`config.mk`:
```
export PLATFORM = sky130hd
export DESIGN_NAME = vic_vect_arbiter
export DESIGN_NICKNAME = d
export VERILOG_FILES = /design/src/rtl/vic_vect_arbiter_pkg.sv /design/src/rtl/vic_prio_enc.sv /design/src/rtl/vic_vect_arbiter.sv
export SDC_FILE = /design/constraint.sdc
export NUM_CORES = 1
export LEC_CHECK = 0
export ABC_CLOCK_PERIOD_IN_PS = 6400
export BUFFER_PORTS_ARGS = -buffer_cell sky130_fd_sc_hd__buf_2
export CORE_AREA = 2 2 281 283
export DETAILED_ROUTE_END_ITERATION = 10
export DIE_AREA = 0 0 283 285
export PLACE_DENSITY = 0.39
export RECOVER_POWER = 25
export SYNTH_ARGS = -nofsm -noshare
export SYNTH_HDL_FRONTEND = slang
export SYNTH_SLANG_ARGS = --single-unit
```
`constraint.sdc`:
```
create_clock -name clk -period 6.4 [get_ports clk]
set_input_delay 0.32 -clock clk [delete_from_list [all_inputs] [get_ports clk]]
set_output_delay 0.32 -clock clk [all_outputs]
set_load 0.01 [all_outputs]
```
`src/rtl/vic_vect_arbiter_pkg.sv`:
```
// ---------------------------------------------------------------------------
// vic_vect_arbiter_pkg
//   Shared constants and types for the vectored-IRQ arbiter slice.
//   No ports; imported by the arbiter top level.
// ---------------------------------------------------------------------------
package vic_vect_arbiter_pkg;

  localparam int VIC_INTW        = 32;  // number of interrupt sources
  localparam int VIC_NSLOT       = 16;  // number of vectored slots, slot 0 = highest priority
  localparam int VIC_SRCW        = 5;   // source-select field width, log2(VIC_INTW)
  localparam int ADDR_BW         = 32;  // vector address width
  localparam int VIC_LVL_W       = 5;   // width of a level number 0..VIC_NSLOT+1

  // Level number: 0..NSLOT-1 vectored slots, NSLOT default, NSLOT+1 idle.
  typedef logic [VIC_LVL_W-1:0] vic_lvl_t;

endpackage : vic_vect_arbiter_pkg

```
`src/rtl/vic_prio_enc.sv`:
```
// ---------------------------------------------------------------------------
// vic_prio_enc
//   Lowest-set-bit priority encoder.
//   Ports:
//     vec   in  W   request vector, bit 0 = highest priority
//     idx   out IW  index of the lowest set bit (0 when none set)
//     valid out 1   at least one bit of vec is set
// ---------------------------------------------------------------------------
module vic_prio_enc #(
  parameter int W  = 16,
  parameter int IW = (W > 1) ? $clog2(W) : 1
) (
  input  logic [W-1:0]  vec,
  output logic [IW-1:0] idx,
  output logic          valid
);

  // Scan from the top down so the lowest set bit is the last one written.
  always_comb begin
    idx   = '0;
    valid = 1'b0;
    for (int i = W - 1; i >= 0; i--) begin
      idx   = vec[i] ? IW'(i) : idx;
      valid = valid | vec[i];
    end
  end

endmodule : vic_prio_enc

```
`src/rtl/vic_vect_arbiter.sv`:
```
// ---------------------------------------------------------------------------
// vic_vect_arbiter
//   Vectored-IRQ priority arbiter and nesting controller behind the VIC
//   register file. Selects the highest-priority pending vectored slot (or the
//   default vector), presents its address, and tracks in-service levels
//   across VICVectAddr reads (acknowledge) and writes (end of interrupt).
//   Ports:
//     clk, rst        clock, asynchronous active-high reset
//     irq_status      masked IRQ status (INTW)
//     slot_en         per-slot enable (NSLOT)
//     slot_src        per-slot source number, slot n at [n*SRC_W +: SRC_W]
//     slot_addr       per-slot vector address, slot n at [n*ADDR_BW +: ADDR_BW]
//     def_addr        default vector address
//     vect_rd         1-cycle strobe, VICVectAddr read (acknowledge)
//     vect_wr         1-cycle strobe, VICVectAddr write (end of interrupt)
//     vect_addr_out   registered vector address
//     irq_req         registered interrupt request
//     cur_slot        registered winning level, NSLOT = default
//     in_service      registered in-service mask, bit NSLOT = default level
// ---------------------------------------------------------------------------
module vic_vect_arbiter
  import vic_vect_arbiter_pkg::*;
#(
  parameter int INTW     = VIC_INTW,
  parameter int NSLOT    = VIC_NSLOT,
  parameter int SRC_W    = VIC_SRCW,
  parameter int ADDR_BW_P = ADDR_BW
) (
  input  logic                       clk,
  input  logic                       rst,
  input  logic [INTW-1:0]            irq_status,
  input  logic [NSLOT-1:0]           slot_en,
  input  logic [NSLOT*SRC_W-1:0]     slot_src,
  input  logic [NSLOT*ADDR_BW_P-1:0] slot_addr,
  input  logic [ADDR_BW_P-1:0]       def_addr,
  input  logic                       vect_rd,
  input  logic                       vect_wr,
  output logic [ADDR_BW_P-1:0]       vect_addr_out,
  output logic                       irq_req,
  output logic [VIC_LVL_W-1:0]       cur_slot,
  output logic [NSLOT:0]             in_service
);

  localparam int WIN_W = (NSLOT > 1) ? $clog2(NSLOT) : 1;

  // Clear the lowest set bit of an in-service mask (no-op on zero).
  function automatic logic [NSLOT:0] clr_lowest(input logic [NSLOT:0] m);
    return m & (m - {{NSLOT{1'b0}}, 1'b1});
  endfunction

  // One-hot in-service bit for a level number.
  function automatic logic [NSLOT:0] lvl_onehot(input vic_lvl_t lvl);
    return {{NSLOT{1'b0}}, 1'b1} << lvl;
  endfunction

  logic [ADDR_BW_P-1:0] vect_addr_d, vect_addr_q;
  logic                 irq_req_d,   irq_req_q;
  vic_lvl_t             cur_slot_d,  cur_slot_q;
  logic [NSLOT:0]       in_service_d, in_service_q;

  logic [NSLOT-1:0]     hit;
  logic [INTW-1:0]      claimed;
  logic                 def_hit;
  logic [SRC_W-1:0]     src_v;
  logic [NSLOT-1:0]     below_lvl;
  vic_lvl_t             level;
  vic_lvl_t             lvl_idx;
  logic                 lvl_valid;
  logic [WIN_W-1:0]     win_idx;
  logic                 win_valid;

  // Per-slot hits, claimed-source map, default hit and next in-service mask.
  // The EOI clear always works on the pre-cycle mask before the ack sets
  // its bit, which gives the required rd+wr same-cycle behaviour.
  always_comb begin
    hit     = '0;
    claimed = '0;
    src_v   = '0;
    for (int n = 0; n < NSLOT; n++) begin
      src_v = slot_src[n*SRC_W +: SRC_W];
      if (slot_en[n] && (int'(src_v) < INTW)) begin
        hit[n]         = irq_status[src_v];
        claimed[src_v] = 1'b1;
      end else begin
        hit[n] = 1'b0;
      end
    end
    def_hit = |(irq_status & ~claimed);

    in_service_d = vect_wr ? clr_lowest(in_service_q) : in_service_q;
    if (vect_rd && irq_req_q) begin
      in_service_d = in_service_d | lvl_onehot(cur_slot_q);
    end else begin
      in_service_d = in_service_d;
    end
  end

  // Current level is taken from the next in-service mask so that the
  // request drops on the same edge that records the acknowledge, and an
  // EOI re-opens lower levels on the same edge that retires the level.
  vic_prio_enc #(.W(NSLOT + 1), .IW(VIC_LVL_W)) u_lvl_enc (
    .vec   (in_service_d),
    .idx   (lvl_idx),
    .valid (lvl_valid)
  );

  // Slots strictly above the current level (lower index) may still nest.
  always_comb begin
    level     = lvl_valid ? lvl_idx : vic_lvl_t'(NSLOT + 1);
    below_lvl = '0;
    for (int n = 0; n < NSLOT; n++) begin
      below_lvl[n] = (n < int'(level));
    end
  end

  vic_prio_enc #(.W(NSLOT), .IW(WIN_W)) u_win_enc (
    .vec   (hit & below_lvl),
    .idx   (win_idx),
    .valid (win_valid)
  );

  // Output next-state: vectored winner, else default (only when nothing
  // is in service at all), else idle.
  always_comb begin
    irq_req_d   = 1'b0;
    cur_slot_d  = vic_lvl_t'(NSLOT);
    vect_addr_d = def_addr;
    if (win_valid) begin
      irq_req_d   = 1'b1;
      cur_slot_d  = vic_lvl_t'(win_idx);
      vect_addr_d = slot_addr[int'(win_idx)*ADDR_BW_P +: ADDR_BW_P];
    end else if (def_hit && !lvl_valid) begin
      irq_req_d = 1'b1;
    end else begin
      irq_req_d = 1'b0;
    end
  end

  // State and output registers; reset discards any nesting in progress.
  always_ff @(posedge clk or posedge rst) begin
    if (rst) begin
      vect_addr_q  <= '0;
      irq_req_q    <= 1'b0;
      cur_slot_q   <= vic_lvl_t'(NSLOT);
      in_service_q <= '0;
    end else begin
      vect_addr_q  <= vect_addr_d;
      irq_req_q    <= irq_req_d;
      cur_slot_q   <= cur_slot_d;
      in_service_q <= in_service_d;
    end
  end

  assign vect_addr_out = vect_addr_q;
  assign irq_req       = irq_req_q;
  assign cur_slot      = cur_slot_q;
  assign in_service    = in_service_q;

endmodule : vic_vect_arbiter
```
-- After elaboration in Yosys (flattened, before gate mapping)
Index checks and enable logic that the tools add are counted.
- reduce and logical (&&, ||, !) cells: 20
- bitwise gates (word level): 51
- $lt $le $gt $ge: 48
- shift-type cells: 2
- $add $sub $neg: 1
- muxes and demuxes: 136
- operator list (kind ; count):
    32-bit 2-to-1 mux ; 17
    512-bit by 10-bit indexed part select with 32-bit output ; 1
    32-bit bitwise OR ; 15
    5-bit by 6-bit < comparator with 1-bit output (second input constant) ; 16
    5-bit 2-to-1 mux ; 19
    1-bit binary-select mux with 5-bit select ; 16
    1-bit demux with 5-bit select ; 16
    5-bit by 1-bit >= comparator with 1-bit output (second input constant) ; 16
    4-bit 2-to-1 mux ; 16
    1-bit 2-to-1 mux ; 50
    4-bit by 5-bit < comparator with 1-bit output (first input constant) ; 8
    17-bit 2-to-1 mux ; 2
    32-bit AND ; 1
    32-bit NOT ; 1
    32-bit OR reduction ; 1
    1-bit bitwise OR ; 31
    3-bit by 5-bit < comparator with 1-bit output (first input constant) ; 4
    1-bit logical AND ; 18
    17-bit AND ; 1
    17-bit bitwise OR ; 1
    1-bit by 5-bit left shift with 17-bit output (first input constant) ; 1
    17-bit by 1-bit subtractor with 17-bit output (second input constant) ; 1
    16-bit AND ; 1
    1-bit by 5-bit < comparator with 1-bit output (first input constant) ; 2
    other kinds (2) ; 3
- output and inout port bits: 55
- logic and storage cells: 262
- flip-flop bits (word level): 55

-- Depth between registers and ports, before layout
Gate-level depths: netlist of run 1.
- word-level depth: 43
- mapped depth: 22
- gate-level depth less buffers: 16

-- By module
A second synthesis of run 1 with hierarchy kept.
- cells, all modules: 1528
- area total of the unflattened synthesis: 14925.6 µm²
- modules (own cells, without submodules) (module ; times used ; cells each ; area each (µm²)):
    vic_vect_arbiter ; 1 ; 1459 ; 14561.5
    vic_prio_enc (u_lvl_enc) ; 1 ; 35 ; 190.2
    vic_prio_enc (u_win_enc) ; 1 ; 34 ; 173.9

-- Worst setup path after synthesis of run 1
OpenSTA, ideal clock, no wires.
- kind: reg2reg
- start point: reg in_service_q[0] (netlist: in_service[0])
- end point: reg vect_addr_q[31] (netlist: vect_addr_out[31])
- library setup time: 0.120 ns
- stages on the path, launching flop included: 19
- slack: 1.971 ns
- data arrival time: 4.309 ns
- period minus slack after synthesis: 4.429 ns
- cell sequence: dfrtp_1 or4b_1 clkbuf_1 or4_1 a22oi_2 inv_2 nor4_4 and2_1 nand3_1 o21bai_1 and4bb_1 o21a_1 buf_6 o21ai_4 inv_4 buf_6 a2111oi_0 a31oi_1 a41o_1
- RTL lines (element ; RTL line ; text):
    start: declaration ; vic_vect_arbiter.sv:59 ; logic [NSLOT:0] in_service_d, in_service_q;
    start signal: assignment ; vic_vect_arbiter.sv:150 ; in_service_q <= in_service_d;
    17-bit by 1-bit subtractor with 17-bit output * ; vic_vect_arbiter.sv:48 ; return m & (m - {{NSLOT{1'b0}}, 1'b1});
    17-bit AND * ; vic_vect_arbiter.sv:48 ;
    17-bit 2-to-1 mux * ; vic_vect_arbiter.sv:90 ; in_service_d = vect_wr ? clr_lowest(in_service_q) : in_service_q;
    17-bit bitwise OR ; vic_vect_arbiter.sv:92 ; in_service_d = in_service_d | lvl_onehot(cur_slot_q);
    17-bit 2-to-1 mux * ; vic_vect_arbiter.sv:91 ; if (vect_rd && irq_req_q) begin
    named net in_service_d[9] ; vic_vect_arbiter.sv:59 ;
    5-bit 2-to-1 mux or 1-bit bitwise OR (tied branches) (10 in a row) ; vic_prio_enc.sv:23, vic_prio_enc.sv:24 ;
    5-bit 2-to-1 mux * ; vic_vect_arbiter.sv:109 ; level = lvl_valid ? lvl_idx : vic_lvl_t'(NSLOT + 1);
    4-bit by 5-bit < comparator with 1-bit output ; vic_vect_arbiter.sv:112 ; below_lvl[n] = (n < int'(level));
    16-bit AND * ; vic_vect_arbiter.sv:117 ; .vec (hit & below_lvl),
    4-bit 2-to-1 mux (16 in a row) ; vic_prio_enc.sv:23 ; idx = vec[i] ? IW'(i) : idx;
    512-bit by 10-bit indexed part select with 32-bit output ; vic_vect_arbiter.sv:131 ; vect_addr_d = slot_addr[int'(win_idx)*ADDR_BW_P +: ADDR_BW_P];
    32-bit 2-to-1 mux * ; vic_vect_arbiter.sv:128 ; if (win_valid) begin
    named net vect_addr_d[31] ; vic_vect_arbiter.sv:56 ; logic [ADDR_BW_P-1:0] vect_addr_d, vect_addr_q;
    end signal: assignment ; vic_vect_arbiter.sv:147 ; vect_addr_q <= vect_addr_d;
    end: declaration ; vic_vect_arbiter.sv:56 ;
Mark *: on every way through the listed nets, which the timed path passes. The rest lies on a longest branch.

-- Worst setup path in the final report of run 1
- start point: reg in_service_q[2] (netlist: in_service[2])
- end point: reg vect_addr_q[26] (netlist: vect_addr_out[26])
- RTL lines (element ; RTL line):
    17-bit by 1-bit subtractor with 17-bit output * ; vic_vect_arbiter.sv:48
    17-bit AND * ; vic_vect_arbiter.sv:48
    17-bit 2-to-1 mux * ; vic_vect_arbiter.sv:90
    17-bit bitwise OR ; vic_vect_arbiter.sv:92
    17-bit 2-to-1 mux * ; vic_vect_arbiter.sv:91
    named net in_service_d[11] ; vic_vect_arbiter.sv:59
    5-bit 2-to-1 mux or 1-bit bitwise OR (tied branches) (12 in a row) ; vic_prio_enc.sv:23, vic_prio_enc.sv:24
    5-bit 2-to-1 mux * ; vic_vect_arbiter.sv:109
    4-bit by 5-bit < comparator with 1-bit output ; vic_vect_arbiter.sv:112
    16-bit AND * ; vic_vect_arbiter.sv:117
    4-bit 2-to-1 mux (16 in a row) ; vic_prio_enc.sv:23
    512-bit by 10-bit indexed part select with 32-bit output ; vic_vect_arbiter.sv:131
    32-bit 2-to-1 mux * ; vic_vect_arbiter.sv:128
    named net vect_addr_d[26] ; vic_vect_arbiter.sv:56
Marks and branches as above.

==> metrics.md, run 1 <==
| Metric | Value |
|---|---|
| Switching Power | 8.06 mW |
| GRT Total Usage | 43.7% |
| Final min period | 5.78 ns |
| Starting Density | 21.9% |
| Worst R2R End | vect_addr_out[26]$_DFF_PP0_ |
| Register Area | 0.00138 mm² |
| Syn nets | 3244 |
| Port bufs | 730 |
| Initial antenna violation count | 59 |
| CTS buffer count | 5 |
| P_int | 4.16 mW |
| # H-tree levels | 2 |
| Critical path data required time | 6.64 ns |
| Routed WL per cell | 43.9 µm |
| Min setup slack post-route | 0.618 ns |
| Combinational family with the most area after synthesis | simple AND/OR/NAND/NOR gates |
| Die span in x | 283 µm |
| Reg2reg start | in_service[2]$_DFF_PP0_ |
| NumNets Final | 3829 |
| Path depth of the worst reg2reg path | 16 |
| Post-synth cell types | 90 |
| Place WS | 0.923 ns |
| Max-capacitance violation count | 1 |
| Global-route wire length before repair | 242 mm |
| R2r setup slk | 0.62 ns |
| CP cell instances | or4_1 > o41ai_1 > o21ai_0 > nor2_1 > o311ai_1 > a21o_1 > a32oi_1 > nand2_1 > nand3_1 > o21a_1 > clkinv_2 > buf_12 > a31oi_1 > a2bb2oi_1 > nand4_1 > o211ai_1 |
| Violated checks | DRC, capacitance limit, slew limit |
| CP Class | flip-flop to flip-flop |
| Clk sinks | 55 |
| CP top delay family | compound AO/OA/AOI/OAI gates |
| Worst setup SP type | flip-flop |
| Max FO, Critical Path | 51 |
| Post-synth EDFFs | 0 |
| Worst Skew | 0.0124 ns |
| Area delta synth->final | 30.1% |
| Pwr Total | 12.2 mW |
| Drt total wl | 186 mm |
| Largest net degree at the start of global routing | 131 |
| Fmax | 173 MHz |
| CP endpoint | vect_addr_out[26]$_DFF_PP0_ |
| Clk pin slew, worst setup/hold paths | 0.09 ns |
| Drt pass-1 iters | 9 |
| Crit path DAT | 6.02 ns |
| Resized cells post-CTS | 0 |
| Register area share after synthesis | 8.07% |
| Top FF cell, synth | dfrtp_1 |
| Final hold violation count | 0 |
| Number of global-route vias before repair | 25700 |
| Drt via density | 6.47 |
| Leakage | 9.23 nW |
| Mapped Cells | 2568 |
| Final worst-path cycle share | 90.3% |
| Hold crit path type | input pin to flip-flop |
| Synthesis warning total | 0 |
| Area of the core | 0.0780 mm² |
| Clock power share | 3.2% |
| Power Density | 550 mW/mm² |
| Yosys reg bits | 55 |
| Cell count along the critical path | 16 |
| Post-synth top area share | 10.4% |
| Seq pwr share | 6.9% |
| Syn avg cell area | 6.65 µm² |
| Clock Tree Root | clkbuf_16 |
| Post-Synth Simple-Gate Area | 37.7% |
| Outcome | finished, violations left |
| Buffer levels on the longest clock path | 2 |
| Worst-Skew Late Latency | 0.33 ns |
| Vias | 27400 |
| Antenna Nets Post-Route | 0 |
| Synth Area in Compound Gates | 27.5% |
| Die Height | 285 µm |
| Drc violations | 1 |
| Async set or reset register ratio after synthesis | 100% |
| Mux cell area share after synthesis | 20.1% |
| HPWL after detailed placement | 149 mm |
| CP Capture Type | flip-flop |
| Syn Std Cell Area | 0.0171 mm² |
| WP buf/inv | 2 |
| Critical path launch point | in_service[2]$_DFF_PP0_ |
| Layout cell share with drive strength beyond 1 | 31.5% |
| WHS | 0.209 ns |
| Crit-path max cell delay | 0.68 ns |
| Num rows | 103 |
| Slew HR | -148% |
| Final TNS setup | 0 ns |
| CTS Hold Buffers Added | 0 |
| Die Area | 0.0807 mm² |
| VDD IR max | 0.567 mV |
| CP max-delay cell | or4_1 |
| Iter 0 DRT Violations | 3846 |
| Setup violators final | 0 |
| Adder-cell area share of the yosys netlist | 0.0586% |
| Gr ovfl total | 0 |
| # Post-CTS Setup Buffers | 0 |
| I/O pin count | 731 |
| Leading post-synthesis cells by cell area | nand2_1 (10%), mux4_2 (9.8%), mux2i_1 (8.9%) |
| Xor-xnor portion of the synthesized cell area | 0% |
| Area of the multi-input gates | 0.0146 mm² |
| Dominant cell type by area after synthesis | nand2_1 |
| Routability cong. | 1.09 |
| Filler cell count | 8954 |
| RSZ-0062 raised after global routing | no |
| Slew of the pin with the lowest slew margin | 3.72 ns |
| Pins Over Slew Limit | 56 |
| CTS tree | built |
| Sw Share | 66.0% |
| Gate power share | 89.9% |
## synthesized netlist by cell type (all sizes together), types with 17 or more instances
library cell and instances:
a22oi 20, o221ai 25, nor3 119, mux2 22
nor2b 42, a31oi 54, o22ai 134, a32oi 18
or3b 17, and3 18, nand3b 51, nor2 162
nand2 471, nor4 23, a221oi 25, nand3 220
inv 34, nor3b 35, buf 56, o2111ai 25
nand4 38, o211ai 27, nand2b 33, mux2i 151
dfrtp 54, a2bb2oi 21, clkbuf 194, o21bai 21
or2 18, o21ai 91, a21oi 91, mux4 74
## how the worst min path moves through the flow
stage,to,start,cells after the start
6_report,vect_addr_out[16]$_DFF_PP0_,def_addr[16],3
5_1_grt,vect_addr_out[16]$_DFF_PP0_,def_addr[16],3
4_1_cts,vect_addr_out[14]$_DFF_PP0_,def_addr[14],3
3_5_place_dp,vect_addr_out[14]$_DFF_PP0_,def_addr[14],3
3_3_place_gp,vect_addr_out[14]$_DFF_PP0_,def_addr[14],3
2_1_floorplan,vect_addr_out[13]$_DFF_PP0_,def_addr[13],2
## worst reg2reg max path: stages, from the launching register on
cell and delay (ns):
dfrtp_1 0.53, or4_1 0.68, o41ai_1 0.49, o21ai_0 0.31, nor2_1 0.16, o311ai_1 0.14, a21o_1 0.33, a32oi_1 0.53
nand2_1 0.22, nand3_1 0.25, o21a_1 0.33, clkinv_2 0.17, buf_12 0.23, a31oi_1 0.23, a2bb2oi_1 0.44, nand4_1 0.43
o211ai_1 0.23
## routing by layer
layer  part of all wire, %  GRT usage [%]  vias to the layer above
met3                    11           12.3                      494
met5                 0.098              0                        -
met1                    39           54.7                    13700
met2                    43           66.2                     2147
li1                      -              -                    11100
met4                   7.2           27.4                       26
## power groups by stage
stage / registers [mW] / logic [mW] / clock network [mW]
6_report: 0.842 / 11.0 / 0.393
5_1_grt: 0.832 / 11.4 / 0.405
4_1_cts: 0.817 / 10.6 / 0.397
3_5_place_dp: 0.819 / 10.6 / 0
3_3_place_gp: 0.828 / 10.7 / 0
2_1_floorplan: 0.723 / 6.09 / 0
## area by class of cell
| type | instances | share of cell area [%] |
|---|---|---|
| multi-input cells | 2228 | 65.9 |
| clock inverters | 2 | 0.270 |
| diodes | 25 | 0.282 |
| well taps | 1050 | 5.91 |
| clock buffers | 6 | 0.580 |
| inverters | 35 | 0.620 |
| flip-flops and latches | 55 | 6.20 |
| repair buffers | 828 | 20.2 |
## layout by cell type (no fill, tap or decap), types with 9 or more instances in the layout
cell,synthesis,routed
a221oi_1,25,25
mux2i_1,151,151
diode_2,0,25
and2_1,9,9
o211ai_1,27,27
mux2_2,22,22
a2bb2oi_1,21,21
a41oi_1,9,9
nand3_1,220,220
o221ai_1,25,25
o21bai_1,21,21
o21ai_0,89,88
buf_2,30,730
inv_1,31,31
o22ai_1,134,134
or3_1,12,12
nor4_1,22,22
a31oi_1,54,53
dfrtp_1,54,54
a211oi_1,10,10
nor3_1,117,116
mux4_2,74,74
and3_1,18,18
o22a_1,12,12
nor2b_1,42,42
nor3b_1,35,30
nand4_1,38,38
buf_4,2,89
o2111ai_1,25,25
o32ai_1,16,16
nor2_1,161,158
nand2b_1,33,33
a32oi_1,18,18
or4_1,11,11
a22oi_1,19,19
nand3b_1,51,51
or2_2,16,16
a21oi_1,91,91
nand2_1,471,471
or3b_2,16,16
## flip-flops by register name (all words and copies together), names as in the netlist
register / flops
irq_req: 1
vect_addr_out: 32
in_service: 17
cur_slot: 5
## kinds of logic (layout without fill, tap and decap cells)
| group | count (synthesis) | after routing |
|---|---|---|
| simple gates | 1304 | 1304 |
| flops | 55 | 55 |
| mux | 247 | 247 |
| other cells | 0 | 25 |
| fa+ha+maj | 1 | 1 |
| compound gates | 676 | 676 |
| buf+inv | 285 | 871 |
## through the flow
stage / instances / cell area, µm² / utilization (%)
floorplan: 2568 / 17100 / -
global placement: 4196 / 22000 / 28.2
detailed placement: 4196 / 22000 / 28.2
CTS: 4204 / 22200 / 28.4
global route: 4220 / 22200 / 28.5
finish: 4229 / 22200 / 28.5
(Power assumes the default switching activity.)
==> run 2: changes to the inputs <==
--- a/config.mk
+++ b/config.mk
@@ -11,7 +11,6 @@
 export DETAILED_ROUTE_END_ITERATION = 10
 export DIE_AREA = 0 0 283 285
 export PLACE_DENSITY = 0.39
-export RECOVER_POWER = 25
 export SYNTH_ARGS = -nofsm -noshare
 export SYNTH_HDL_FRONTEND = slang
 export SYNTH_SLANG_ARGS = --single-unit
==> run 2 against run 1 <==
Net effect:
- the run now ends clean
- global-route usage unchanged
- combinational power barely moved
- wire length barely moved
- count of clock-buffer cells in the layout unchanged
- die area stayed put
- sequential share of layout area is essentially flat
- total power down 0.20%
- critical path type unchanged
==> metrics.md, run 2 (synthesis results as in run 1) <==
| Metric | Value |
|---|---|
| Routed WL per cell | 43.8 µm (-0.17%) |
| Final TNS setup | 0 ns (unchanged) |
| Placed instance count | 4196 (unchanged) |
| Routability cong. | 1.09 (unchanged) |
| Worst Skew | 0.0113 ns (-0.00111 ns) |
| R2r setup slk | 0.71 ns (+0.10 ns) |
| Crit-path max cell delay | 0.57 ns (-0.11 ns) |
| RSZ-0062 raised after global routing | no |
| Layout Utilization | 28.5% (about the same) |
| HPWL after detailed placement | 149 mm (unchanged) |
| Cell Count, Final, Fillers Out | 4236 (+0.17%) |
| Drc violations | 0 (-1) |
| Drt via density | 6.46 (-0.25%) |
| Worst-Skew Late Latency | 0.33 ns (about the same) |
| WL met1 | 73.0 mm (+0.35%) |
| CTS buffer count | 5 (unchanged) |
| Clock Tree Root | clkbuf_16 |
| Slew of the pin with the lowest slew margin | 1.24 ns (-2.48 ns) |
| Largest net degree at the start of global routing | 131 (unchanged) |
| Resized cells post-CTS | 0 (unchanged) |
| Setup violators final | 0 (unchanged) |
| NumNets Final | 3829 (unchanged) |
| Worst R2R End | vect_addr_out[26]$_DFF_PP0_ |
| Hold path depth | 3 (unchanged) |
| Initial antenna violation count | 59 (unchanged) |
| Dpl cell area | 0.0220 mm² (unchanged) |
| Iter 0 DRT Violations | 3829 (-0.44%) |
| Reg2reg start | in_service[1]$_DFF_PP0_ |
| Pwr Total | 12.2 mW (-0.20%) |
| CTS Hold Buffers Added | 0 (unchanged) |
| Die span in x | 283 µm (unchanged) |
| Critical path data required time | 6.64 ns (about the same) |
| Place WS | 0.923 ns (unchanged) |
| Hold Path Sink | vect_addr_out[16]$_DFF_PP0_ |
| Leakage | 9.24 nW (about the same) |
| Filler cell count | 8949 (-0.056%) |
| CP Capture Type | flip-flop |
| Num rows | 103 (unchanged) |
| Min setup slack post-route | 0.714 ns (+0.0959 ns) |
| Area of the core | 0.0780 mm² (unchanged) |
| CP top delay family | compound AO/OA/AOI/OAI gates |
| CP max-delay cell | or4_4 |
| Die Height | 285 µm (unchanged) |
| Most frequent CP cell | o21a_1 |
| Routed met2 length | 79.4 mm (about the same) |
| I/O pin count | 731 (unchanged) |
| Slew HR | 17.4% (+170 points) |
| Final hold violation count | 0 (unchanged) |
| VDD IR max | 0.570 mV (+0.50%) |
| Starting Density | 21.9% (unchanged) |
| Max FO, Critical Path | 51 (unchanged) |
| Final min period | 5.69 ns (-0.0959 ns) |
| Port bufs | 730 (unchanged) |
| CTS tree | built |
| # Post-CTS Setup Buffers | 0 (unchanged) |
| Hold path start | def_addr[16] |
| Path depth of the worst reg2reg path | 16 (unchanged) |
| Global-route wire length before repair | 242 mm (unchanged) |
| Clk sinks | 55 (unchanged) |
| Drt total wl | 186 mm (about the same) |
| WHS | 0.209 ns (-0.0000260 ns) |
| GRT Total Usage | 43.7% (unchanged) |
| Area delta synth->final | 30.3% (about the same) |
| CP cell instances | or3b_1 > or4_4 > o41ai_2 > o21a_1 > o311ai_1 > a21o_1 > a32oi_1 > nand2_1 > nand3_1 > o21a_1 > clkinv_2 > buf_12 > a31oi_1 > a2bb2oi_1 > nand4_1 > o211ai_1 |
| # H-tree levels | 2 (unchanged) |
| Hold crit path type | input pin to flip-flop |
| Max FFs per register | 32 (unchanged) |
| Most frequent cells in the layout | buf_2 (730), nand2_1 (471), nand3_1 (220) |
| Top Metal Used | met5 |
| Leading cell type in the layout, fill and taps excluded | buf_2 |
| Final worst-path cycle share | 88.8% (-1.5 points) |
| Worst setup SP type | flip-flop |
| Buffer levels on the longest clock path | 2 (unchanged) |
| Finished Cell Area | 0.0222 mm² (about the same) |
| Clk pin slew, worst setup/hold paths | 0.09 ns (about the same) |
| Fmax | 176 MHz (+1.7%) |
| WP buf/inv | 2 (unchanged) |
| Met3 Routed Length | 19.7 mm (-1.1%) |
| Number of global-route vias before repair | 25700 (unchanged) |
| Vias | 27400 (-0.080%) |
| Die Area | 0.0807 mm² (unchanged) |
| CP Class | flip-flop to flip-flop |
| Power Density | 548 mW/mm² (-0.29%) |
| Max-capacitance violation count | 0 (-1) |
| Antenna Nets Post-Route | 0 (unchanged) |
| Pins Over Slew Limit | 0 (-100%) |
| Crit path DAT | 5.93 ns (-0.09 ns) |
| Outcome | complete, no violations |
| Layout cell share with drive strength beyond 1 | 31.5% (+0.063 points) |
| Gr ovfl total | 0 (unchanged) |
| Drt pass-1 iters | 6 (-3) |
-- run 2: changes by cell type in the layout (fill, tap and decap cells not counted), sizes merged --
cell	change
diode	+7
buf	+1
clkbuf	-1
-- run 2: worst max-delay path by stage --
stage                                       start                     endpoint  slack (ns)  cells past startpoint
after detailed placement  in_service[1]$_DFF_PP0_   vect_addr_out[4]$_DFF_PP0_        0.92                     15
after global routing      in_service[0]$_DFF_PP0_   vect_addr_out[4]$_DFF_PP0_        0.47                     15
after CTS                 in_service[0]$_DFF_PP0_   vect_addr_out[9]$_DFF_PP0_        0.89                     17
after floorplan           in_service[0]$_DFF_PP0_  vect_addr_out[31]$_DFF_PP0_        1.97                     18
final                     in_service[1]$_DFF_PP0_  vect_addr_out[26]$_DFF_PP0_        0.71                     16
after global placement    in_service[1]$_DFF_PP0_   vect_addr_out[4]$_DFF_PP0_        0.90                     15
-- run 2: final cells by class --
type | instances | area [µm²] | area share [%]
Antenna cell | 32 | 80.1 | 0.360
Clock buffer | 6 | 129 | 0.580
Clock inverter | 2 | 60.1 | 0.270
Inverter | 35 | 138 | 0.619
Multi-Input combinational cell | 2228 | 14600 | 65.9
Sequential cell | 55 | 1380 | 6.20
Tap cell | 1050 | 1310 | 5.91
Timing Repair Buffer | 828 | 4490 | 20.2
-- run 2: worst register-to-register path: stages (launching register included) --
cell,delay [ns]
dfrtp_1,0.46
or3b_1,0.55
or4_4,0.57
o41ai_2,0.38
o21a_1,0.20
o311ai_1,0.11
a21o_1,0.33
a32oi_1,0.53
nand2_1,0.22
nand3_1,0.26
o21a_1,0.31
clkinv_2,0.16
buf_12,0.23
a31oi_1,0.23
a2bb2oi_1,0.43
nand4_1,0.41
o211ai_1,0.21
-- run 2: power breakdown --
part / internal (mW) / switching (mW)
Clock: 0.226 / 0.167
Sequential: 0.556 / 0.283
Combinational: 3.37 / 7.58
Total: 4.16 / 8.03
-- run 2: routing by layer --
metal,global-route usage (%),vias to the layer above
li1,-,11100
met1,54.7,13700
met2,66.2,2096
met3,12.3,486
met4,27.4,26
met5,0,-
